$ cat src/rtl/ws2812_rx.sv
// WS2812 serial receiver: decodes the pulse-width coded strip waveform into
// 24-bit pixels with frame indexing, end-of-frame and protocol error strobes.
module ws2812_rx #(
   parameter int unsigned NUM_LEDS   = 8,
   parameter int unsigned CLK_MHZ    = 12,
   parameter int unsigned T_BIT      = CLK_MHZ * 600 / 1000,
   parameter int unsigned T_HIGH_MAX = CLK_MHZ * 2000 / 1000,
   parameter int unsigned T_LATCH    = CLK_MHZ * 50
) (
   input  logic                            clk,
   input  logic                            reset,
   input  logic                            din,
   output logic [23:0]                     pixel_rgb,
   output logic [$clog2(NUM_LEDS+1)-1:0]   pixel_index,
   output logic                            pixel_valid,
   output logic                            frame_done,
   output logic [$clog2(NUM_LEDS+1)-1:0]   frame_pixels,
   output logic                            error
);

   localparam int unsigned IW = $clog2(NUM_LEDS + 1);
   localparam int unsigned LW = $clog2(T_LATCH + 1);
   localparam int unsigned HW = $clog2(T_HIGH_MAX + 1);

   typedef enum logic [1:0] {S_SYNC, S_LOW, S_HIGH} state_t;

   state_t          state_q;
   logic            sync1_q, sync2_q;
   logic [LW-1:0]   low_cnt_q;
   logic [HW-1:0]   high_cnt_q;
   logic [4:0]      bit_cnt_q;
   logic            any_bit_q;
   logic [IW-1:0]   pix_cnt_q;
   logic            ovf_q;
   logic [23:0]     shift_q;
   logic [23:0]     shift_d;
   logic            bit_c;

   logic [23:0]     rgb_q;
   logic [IW-1:0]   idx_q;
   logic            valid_q, done_q, err_q;
   logic [IW-1:0]   fpix_q;

   logic            din_s;
   assign din_s   = sync2_q;
   assign bit_c   = (high_cnt_q >= HW'(T_BIT));
   assign shift_d = {shift_q[22:0], bit_c};

   always_ff @(posedge clk or posedge reset) begin
      if (reset) begin
         state_q    <= S_SYNC;
         sync1_q    <= 1'b0;
         sync2_q    <= 1'b0;
         low_cnt_q  <= '0;
         high_cnt_q <= '0;
         bit_cnt_q  <= '0;
         any_bit_q  <= 1'b0;
         pix_cnt_q  <= '0;
         ovf_q      <= 1'b0;
         shift_q    <= '0;
         rgb_q      <= '0;
         idx_q      <= '0;
         valid_q    <= 1'b0;
         done_q     <= 1'b0;
         err_q      <= 1'b0;
         fpix_q     <= '0;
      end else begin
         sync1_q <= din;
         sync2_q <= sync1_q;
         valid_q <= 1'b0;
         done_q  <= 1'b0;
         err_q   <= 1'b0;
         case (state_q)
            // Wait for a full latch-length low before trusting any bit boundary
            S_SYNC: begin
               if (din_s) begin
                  low_cnt_q <= '0;
               end else if (low_cnt_q == LW'(T_LATCH - 1)) begin
                  low_cnt_q <= LW'(T_LATCH);
                  state_q   <= S_LOW;
                  bit_cnt_q <= '0;
                  any_bit_q <= 1'b0;
                  pix_cnt_q <= '0;
                  ovf_q     <= 1'b0;
                  shift_q   <= '0;
               end else begin
                  low_cnt_q <= low_cnt_q + 1'b1;
               end
            end
            S_LOW: begin
               if (din_s) begin
                  state_q    <= S_HIGH;
                  high_cnt_q <= HW'(1);
               end else if (low_cnt_q != LW'(T_LATCH)) begin
                  low_cnt_q <= low_cnt_q + 1'b1;
                  if (low_cnt_q == LW'(T_LATCH - 1) && any_bit_q) begin
                     done_q    <= 1'b1;
                     fpix_q    <= pix_cnt_q;
                     err_q     <= (bit_cnt_q != 5'd0);
                     bit_cnt_q <= '0;
                     any_bit_q <= 1'b0;
                     pix_cnt_q <= '0;
                     ovf_q     <= 1'b0;
                  end
               end
            end
            S_HIGH: begin
               if (!din_s) begin
                  state_q   <= S_LOW;
                  low_cnt_q <= LW'(1);
                  shift_q   <= shift_d;
                  any_bit_q <= 1'b1;
                  if (bit_cnt_q == 5'd23) begin
                     bit_cnt_q <= '0;
                     // Pixels past the strip length are dropped; flag only the first
                     if (pix_cnt_q != IW'(NUM_LEDS)) begin
                        valid_q   <= 1'b1;
                        rgb_q     <= shift_d;
                        idx_q     <= pix_cnt_q;
                        pix_cnt_q <= pix_cnt_q + 1'b1;
                     end else if (!ovf_q) begin
                        err_q <= 1'b1;
                        ovf_q <= 1'b1;
                     end
                  end else begin
                     bit_cnt_q <= bit_cnt_q + 1'b1;
                  end
               end else if (high_cnt_q == HW'(T_HIGH_MAX - 1)) begin
                  high_cnt_q <= HW'(T_HIGH_MAX);
                  err_q      <= 1'b1;
                  state_q    <= S_SYNC;
                  low_cnt_q  <= '0;
               end else begin
                  high_cnt_q <= high_cnt_q + 1'b1;
               end
            end
            default: state_q <= S_SYNC;
         endcase
      end
   end

   assign pixel_rgb    = rgb_q;
   assign pixel_index  = idx_q;
   assign pixel_valid  = valid_q;
   assign frame_done   = done_q;
   assign frame_pixels = fpix_q;
   assign error        = err_q;

endmodule
$ cat config.mk
export PLATFORM = sky130hd
export DESIGN_NAME = ws2812_rx
export DESIGN_NICKNAME = d
export VERILOG_FILES = /design/src/rtl/ws2812_rx.sv
export SDC_FILE = /design/constraint.sdc
export NUM_CORES = 1
export LEC_CHECK = 0
export CORE_MARGIN = 1
export CORE_UTILIZATION = 45
export DETAILED_ROUTE_END_ITERATION = 8
export PLACE_DENSITY_LB_ADDON = 0.1
export SYNTH_ARGS = -nofsm -noshare
export SYNTH_HDL_FRONTEND = slang
export SYNTH_SLANG_ARGS = --single-unit
$ cat constraint.sdc
create_clock -name clk -period 4.6 [get_ports clk]
set_clock_uncertainty 0.15 [all_clocks]
set_input_delay 0.92 -clock clk [delete_from_list [all_inputs] [get_ports clk]]
set_output_delay 0.92 -clock clk [all_outputs]
set_load 0.05 [all_outputs]
# [After elaboration in Yosys (flattened, before gate mapping)]
# Index checks and enable logic that the tools add are counted.
[word_totals] ff_bits=88 latch_bits=0 mem_bits_rw=0 mem_bits_ro=0 in_bits=3 out_inout_bits=35 word_cells=122 memories=0
[op_classes] n_addsub=4 n_mul=0 n_div=0 magnitude_cmp=1 n_eq_ne=19 n_shift=0 mux=66 n_bitwise=1 n_reduce_logical=15
[ops] op="two-way mux 23 bit" count=3
[ops] op="two-way mux 10 bit" count=6
[ops] op="two-way mux 5 bit" count=10
[ops] op="one-hot mux 23 bit (2 select lines)" count=1
[ops] op="two-way mux 4 bit" count=8
[ops] op="one-hot mux 10 bit (3 select lines)" count=1
[ops] op="two-way mux 1 bit" count=25
[ops] op="inequality test 2 bit (second input constant)" count=11
[ops] op="AND reduction 4 bit" count=5
[ops] op="AND reduction 9 bit" count=2
[ops] op="one-hot mux 5 bit (3 select lines)" count=1
[ops] op="one-hot mux 4 bit (3 select lines)" count=1
[ops] op="adder 10 x 1 -> 10 bit (second input constant)" count=1
[ops] op="adder 5 x 1 -> 5 bit (second input constant)" count=2
[ops] op="equality test 10 bit (second input constant)" count=1
[ops] op="equality test 5 bit (second input constant)" count=2
[ops] op="two-way mux 2 bit" count=5
[ops] op="inequality test 10 bit (second input constant)" count=1
[ops] op="one-hot mux 5 bit (2 select lines)" count=1
[ops] op="AND reduction 7 bit" count=1
[ops] op="one-hot mux 1 bit (3 select lines)" count=2
[ops] op="one-hot mux 2 bit (3 select lines)" count=1
[ops] op="greater-or-equal comparator 5 x 3 -> 1 bit (second input constant)" count=1
[ops] op="nonzero test 5 bit" count=1
[ops] op="12 further kinds" count=13

# [Logic depth before layout (Yosys ltp)]
# Gate-level depths: netlist of run 1.
[depth] depth_word=6 mapped_depth=8 depth_no_buf=6

# [Worst setup path after synthesis of run 1]
# OpenSTA, ideal clock, no wires.
[synth_timing] kind="flip-flop to flip-flop" start="register state_q[0]" end="register low_cnt_q[5]" setup_time_ns=0.121 t_arrival_ns=1.876 required_ns=4.329 slack_ns=2.453 path_stages_with_launch=6 path_buffers=0 synth_period_minus_slack_ns=2.147 path_cell_list="dfrtp_1 -> inv_1 -> ha_1 -> or4_4 -> a311o_1 -> a22o_1"
[synth_via] elab_chain_cells=3 elab_cells_between_ends=9 cone_classes="eq/ne: 5; mux: 1; reduce/logical: 3"
[synth_rtl] element="start: declaration" line_no="27" source="state_t state_q;"
[synth_rtl] element="start signal: assignment" line_no="51" source="state_q <= S_SYNC;"
[synth_rtl] element="start signal: assignment" line_no="80" source="state_q <= S_LOW;"
[synth_rtl] element="start signal: assignment" line_no="92" source="state_q <= S_HIGH;"
[synth_rtl] element="equality test 2 bit, or another cell as far along" line_no="73" source="case (state_q)"
[synth_rtl] element="inequality test 3 bit (no line), or another cell as far along"
[synth_rtl] element="AND reduction 4 bit (no line)"
[synth_rtl] element="end signal: assignment" line_no="79" source="low_cnt_q <= LW'(T_LATCH);"
[synth_rtl] element="end signal: assignment" line_no="87" source="low_cnt_q <= low_cnt_q + 1'b1;"
[synth_rtl] element="end signal: assignment" line_no="95" source="low_cnt_q <= low_cnt_q + 1'b1;"
[synth_rtl] element="end: declaration" line_no="29" source="logic [LW-1:0] low_cnt_q;"
# Parallel ways exist; a longest one is shown, timed or not.
# A chain may end at the register's enable or synchronous reset.

# [Worst setup path after layout of run 1]
[layout_timing] start="register state_q[0]" end="register low_cnt_q[7]"
# Same word-level chain as after synthesis.

==> flow_metrics.py, run 1 <==
metrics = {
    "status": {
        "status": "completed",
    },
    "cells_and_area": {
        "areaGrowthSynthToFinish_pct": 15.7,
        "mostFrequentLayoutCells": "88 x dfrtp_1, 40 x nand2_1, 37 x clkdlybuf4s50_1, 36 x inv_1, 33 x mux2_2",
        "drive_gt1_share_pct": 15.6,
        "final_area_sq_um": 4990,
        "diodes": 0,
        "layout.nets": 433,
        "final_common_cell": "dfrtp_1",
    },
    "timing": {
        "timing.final.crit_period_ns": 2.65,
        "drv_slew": 0,
        "hold_violations": 0,
        "period_share_pct": 57.6,
        "tns_ns": 0,
        "tightest_slew_ns": 1.08,
        "rsz0062_at_grt": "false",
        "relSlewSlack_pct": 28.3,
        "max_clock_freq_ghz": 0.377,
        "hold_ws_ns": 0.243,
        "setup_viol": 0,
        "timing.final.ws_setup_ns": 1.95,
    },
    "cts": {
        "postCtsSetupRepairBufs": 0,
        "cts-resized-gates": 0,
        "tritoncts": "yes",
        "cts_hold_buf": 0,
        "clk_pin_slew_ns": 0.09,
        "cts_buffer_depth": 2,
        "clock_latency_ns": 0.37,
        "htreeDepth": 3,
        "clock_sinks": 88,
        "cts-root-buf": "clkbuf_8",
        "cts_buffers": 9,
    },
    "worst_setup_path": {
        "required_ns": 4.70,
        "cp_top_family": "compound AO/OA/AOI/OAI gates",
        "r2r.worst_path.cells": 7,
        "cp.depth": 7,
        "critical_path_buf_inv_count": 2,
        "path_cells": "inv_1, ha_1, buf_4, and2_1, a221oi_2, nand2_1, a221o_1",
        "worstSetupPathType": "reg2reg",
        "slowest_stage": "a221oi_2",
        "critPathCaptureType": "flip-flop",
        "worstPathMaxFanout": 45,
        "start_kind": "flip-flop",
        "cp_slowest_stage_delay_ns": 0.49,
        "worst_ep_arrival_time_ns": 2.75,
    },
    "floorplan": {
        "fp.dieW_um": 100,
        "io_pins": 38,
        "core_area_sq_um": 9280,
        "rows": 35,
        "start_util_pct": 46.5,
        "dieArea_sq_um": 9990,
        "die_y_um": 100,
    },
    "flow_run": {
        "drv_cap": 0,
    },
    "yosys": {
        "synth_nets": 395,
        "ys.flop_type": "dfrtp_1",
        "avgSynthCellArea_sq_um": 11.3,
        "syn_area_sq_um": 4320,
        "synth-seq-area-share_pct": 51.0,
        "yosysWarnings": 0,
        "synth_edf_count": 0,
        "synth-seq-cells": 88,
        "syn_inst": 381,
        "synthDistinctLibCells": 60,
        "async_flop_share_pct": 100,
    },
    "pwr": {
        "seqPwrFrac_pct": 58.0,
        "power_density_nw_per_um2": 270,
        "p_leak_nw": 2.18,
        "power_frac_comb_pct": 2.6,
        "power.switching_w": 0.000336,
        "total_power_w": 0.00135,
        "ir_worst_vdd_uv": 217,
        "p_sw_share_pct": 25.0,
        "power.internal_w": 0.00101,
        "p_clk_share_pct": 39.4,
    },
    "placed_design": {
        "post_dp_cell_area_sq_um": 4800,
        "io_buffer_count": 37,
        "dpl.hpwl_um": 5570,
        "place.gp.congestion": 0.831,
        "place_ws_ns": 1.93,
    },
    "route": {
        "ant_nets": 0,
        "viasPerCell": 5.43,
        "drc": 0,
        "wl_um": 8400,
        "via_count": 3004,
        "wl_per_cell_um": 15.2,
        "drt_iter0_drc": 192,
        "dr.pass1.iters": 4,
    },
    "grt": {
        "antenna_found_initial": 0,
        "grt_pass1_wl_um": 14800,
        "grt_pass1_vias": 2939,
        "gr-total-overflow": 0,
        "grt_util_all_layers_pct": 18.9,
        "grt_max_degree": 63,
    },
    "worst_hold_path": {
        "hold_class": "reg2reg",
        "holdPathStages": 0,
    },
}
-- final timing paths --
kind	from	endpoint	slack [ns]
setup reg to reg	state_q[0]$_DFFE_PP0P_	low_cnt_q[7]$_DFFE_PP0P_	1.95
max in group asynchronous	reset	pixel_rgb[5]$_DFFE_PP0P_	2.55
setup / recovery	state_q[0]$_DFFE_PP0P_	low_cnt_q[7]$_DFFE_PP0P_	1.95
hold reg to reg	sync1_q$_DFF_PP0_	din_s$_DFF_PP0_	0.24
hold / removal	sync1_q$_DFF_PP0_	din_s$_DFF_PP0_	0.24
min in group asynchronous	reset	pixel_rgb[19]$_DFFE_PP0P_	0.94
-- synthesized netlist by cell type, drive strengths merged (5+ instances only) --
master / number / area, sq um
a22o: 12 / 105
and3: 5 / 31.3
buf: 7 / 60.1
clkbuf: 7 / 26.3
dfrtp: 88 / 2200
ha: 11 / 138
inv: 37 / 139
mux2: 33 / 372
mux2i: 25 / 250
nand2: 40 / 150
nand3: 12 / 60.1
nand4: 6 / 37.5
nor2: 13 / 48.8
o21ai: 9 / 45.0
-- area by class of cell --
class / instances / area (sq um)
repair buffers: 41 / 400
clock inverters: 6 / 55.1
inverters: 37 / 140
well taps: 129 / 161
clock buffers: 10 / 138
multi-input cells: 242 / 1900
flip-flops and latches: 88 / 2200
fillers: 792 / 4290
-- routing by layer --
metal | global-route usage [%] | part of all wire (%) | vias to the layer above
li1 | - | - | 1446
met1 | 26.7 | 49 | 1478
met2 | 28.2 | 44 | 68
met3 | 5.29 | 4.9 | 12
met4 | 5.88 | 1.7 | 0
met5 | 0 | 0 | -
-- power by group through the flow --
stage,clock (W),combinational (W),sequential (W)
floorplan,0,0.0000273,0.000793
global placement,0,0.0000360,0.000796
detailed placement,0,0.0000363,0.000796
CTS,0.000555,0.0000365,0.000781
global route,0.000586,0.0000417,0.000782
finish,0.000531,0.0000350,0.000781
-- logic make-up (layout without fill, tap and decap cells) --
family	after synthesis	in the layout	synth area share (%)
AO/OA/AOI/OAI	61	61	11.2
adder cells (fa/ha/maj)	11	11	3.19
buffers and inverters	51	94	5.22
flip-flops	88	88	51.0
multiplexers	58	58	14.4
AND/OR/NAND/NOR	112	112	15.0
-- metrics by stage --
| stage | instances | util (%) |
|---|---|---|
| 2_1_floorplan | 381 | - |
| 3_3_place_gp | 537 | 51.7 |
| 3_5_place_dp | 537 | 51.7 |
| 4_1_cts | 553 | 53.8 |
| 5_1_grt | 553 | 53.8 |
| 6_report | 553 | 53.8 |
-- sequential cells by signal, indices dropped and copies added, names as in the netlist --
signal and cells:
high_cnt_q 5, pix_cnt_q 4, bit_cnt_q 5, any_bit_q 1
ovf_q 1, frame_pixels 4, pixel_valid 1, error 1
frame_done 1, pixel_index 4, pixel_rgb 24, din_s 1
sync1_q 1, state_q 2, low_cnt_q 10, shift_q 23
(Power assumes the default switching activity.)
==> inputs of run 2 (changes only) <==
==> constraint.sdc (replaced) <==
create_clock -name clk -period 2.6 [get_ports clk]
set_clock_uncertainty 0.15 [all_clocks]
set_input_delay 0.52 -clock clk [delete_from_list [all_inputs] [get_ports clk]]
set_output_delay 0.52 -clock clk [all_outputs]
set_load 0.05 [all_outputs]
==> run 2 against run 1 <==
  * Critical path type unchanged
  * Worst setup slack lost 1.7 ns
  * Fmax grew 12%
  * Sequential cell count is the same
  * Final area grew 1.3%
  * Critical endpoint is now frame_pixels[3]$_DFFE_PP0P_
  * Wire length grew 1.0%
  * Highest routed layer unchanged
  * Die area is the same
  * Via count grew 1.3%
  * Global-route usage shrank 0.091 points
  * Cell count grew 0.72%
==> flow_metrics.py, run 2 (synthesis gave the netlist of run 1 again) <==
metrics = {
    "status": {
        "status": "completed",
    },
    "pwr": {
        "p_sw_share_pct": 22.8,
        "p_leak_nw": 2.20,
        "seqPwrFrac_pct": 58.0,
        "power.internal_w": 0.00184,
        "p_clk_share_pct": 39.1,
        "power_density_nw_per_um2": 470,
        "power.switching_w": 0.000542,
        "power_frac_comb_pct": 2.8,
        "ir_worst_vdd_uv": 223,
    },
    "placed_design": {
        "dpl.hpwl_um": 5740,
        "post_dp_cell_area_sq_um": 4870,
        "place.gp.congestion": 0.871,
        "place_ws_ns": 0.230,
        "dp.cells": 542,
        "io_buffer_count": 37,
    },
    "route": {
        "drt_iter0_drc": 188,
        "via_count": 3042,
        "wl_per_cell_um": 15.2,
        "wl_um": 8490,
        "viasPerCell": 5.46,
        "dr.pass1.iters": 4,
        "drc": 0,
        "ant_nets": 0,
    },
    "cells_and_area": {
        "final_common_cell": "dfrtp_1",
        "drive_gt1_share_pct": 16.4,
        "areaGrowthSynthToFinish_pct": 17.2,
        "final_area_sq_um": 5060,
        "layout.nets": 438,
        "diodes": 0,
        "layout.cells.non_filler": 557,
        "n_fill_cell": 845,
        "largest_reg_flops": 24,
        "mostFrequentLayoutCells": "88 x dfrtp_1, 40 x nand2_1, 37 x clkdlybuf4s50_1, 36 x inv_1, 33 x mux2_2",
    },
    "worst_setup_path": {
        "r2r-end": "frame_pixels[3]$_DFFE_PP0P_",
        "crit_end": "frame_pixels[3]$_DFFE_PP0P_",
        "worst_ep_arrival_time_ns": 2.45,
        "cp-startpoint": "state_q[1]$_DFFE_PP0P_",
        "worstSetupPathType": "reg2reg",
        "critPathCaptureType": "flip-flop",
        "required_ns": 2.68,
        "r2r.worst_path.cells": 5,
        "start_kind": "flip-flop",
        "reg2reg_from": "state_q[1]$_DFFE_PP0P_",
        "regToRegSetupSlack_ns": 0.23,
        "worstPathMaxFanout": 13,
    },
    "timing": {
        "tns_ns": 0,
        "period_share_pct": 91.2,
        "relSlewSlack_pct": 57.0,
        "max_clock_freq_ghz": 0.422,
        "timing.final.crit_period_ns": 2.37,
        "hold_ws_ns": 0.204,
        "timing.final.ws_setup_ns": 0.229,
        "rsz0062_at_grt": "false",
        "setup_viol": 0,
        "hold_violations": 0,
        "tightest_slew_ns": 0.639,
        "drv_slew": 0,
    },
    "flow_run": {
        "drv_cap": 0,
    },
    "floorplan": {
        "rows": 35,
        "die_y_um": 100,
        "io_pins": 38,
        "start_util_pct": 46.5,
        "dieArea_sq_um": 9990,
        "core_area_sq_um": 9280,
        "fp.dieW_um": 100,
    },
    "cts": {
        "tritoncts": "yes",
        "cts_hold_buf": 0,
        "cts-root-buf": "clkbuf_8",
        "cts-resized-gates": 0,
        "cts_buffers": 9,
        "postCtsSetupRepairBufs": 0,
        "clock_latency_ns": 0.35,
        "cts_buffer_depth": 2,
        "clk_pin_slew_ns": 0.08,
        "htreeDepth": 3,
        "clock_sinks": 88,
    },
    "worst_hold_path": {
        "hold_class": "reg2reg",
    },
    "grt": {
        "grt_pass1_vias": 3017,
        "antenna_found_initial": 0,
        "grt_util_all_layers_pct": 18.8,
        "grt_max_degree": 61,
        "grt_pass1_wl_um": 15000,
        "gr-total-overflow": 0,
    },
}
run 2: cell types whose count changed in the layout (fill, tap and decap cells not counted), sizes merged:
cell and change:
clkinv +2, bufinv +1, clkbuf -1, clkinvlp +2
inv -5, buf +5
run 2: how the worst min path moves through the flow:
stage	from	end	slack, ns	cells after the start
4_1_cts	sync1_q$_DFF_PP0_	din_s$_DFF_PP0_	0.21	0
3_5_place_dp	sync1_q$_DFF_PP0_	din_s$_DFF_PP0_	0.19	0
5_1_grt	sync1_q$_DFF_PP0_	din_s$_DFF_PP0_	0.23	0
3_3_place_gp	sync1_q$_DFF_PP0_	din_s$_DFF_PP0_	0.19	0
2_1_floorplan	sync1_q$_DFF_PP0_	din_s$_DFF_PP0_	0.18	0
6_report	sync1_q$_DFF_PP0_	din_s$_DFF_PP0_	0.20	0
run 2: per-layer routing:
layer	track usage [%]	vias up	wire length [um]
li1	-	1452	-
met1	27.5	1525	4270
met2	28.5	55	3900
met3	2.72	10	204
met4	6.56	0	114
met5	0	-	0
run 2: power by group through the flow:
stage          combinational [W]  clock, W  sequential (W)
2_1_floorplan          0.0000486         0         0.00140
3_3_place_gp           0.0000685         0         0.00141
3_5_place_dp           0.0000701         0         0.00141
4_1_cts                0.0000701  0.000967         0.00138
5_1_grt                0.0000785   0.00102         0.00138
6_report               0.0000676  0.000931         0.00138
run 2: final cells by class:
cell class | count | area [sq um] | share of cell area [%]
Clock buffer | 9 | 124 | 2.45
Tap cell | 129 | 161 | 3.19
Multi-Input combinational cell | 242 | 1900 | 37.5
Timing Repair Buffer | 46 | 463 | 9.15
Sequential cell | 88 | 2200 | 43.5
Inverter | 37 | 143 | 2.82
Clock inverter | 6 | 68.8 | 1.36
run 2: metrics by stage:
step | util, % | power, W
finish | 54.5 | 0.00238
global route | 54.5 | 0.00248
CTS | 54.5 | 0.00242
detailed placement | 52.4 | 0.00148
global placement | 52.4 | 0.00148
floorplan | - | 0.00145
run 2: critical path: stages, from the launching register on:
cell and delay [ns]:
dfrtp_1 0.41, inv_1 0.11, ha_1 0.44, nand3_1 0.20, nor4_2 0.55, mux2_2 0.40
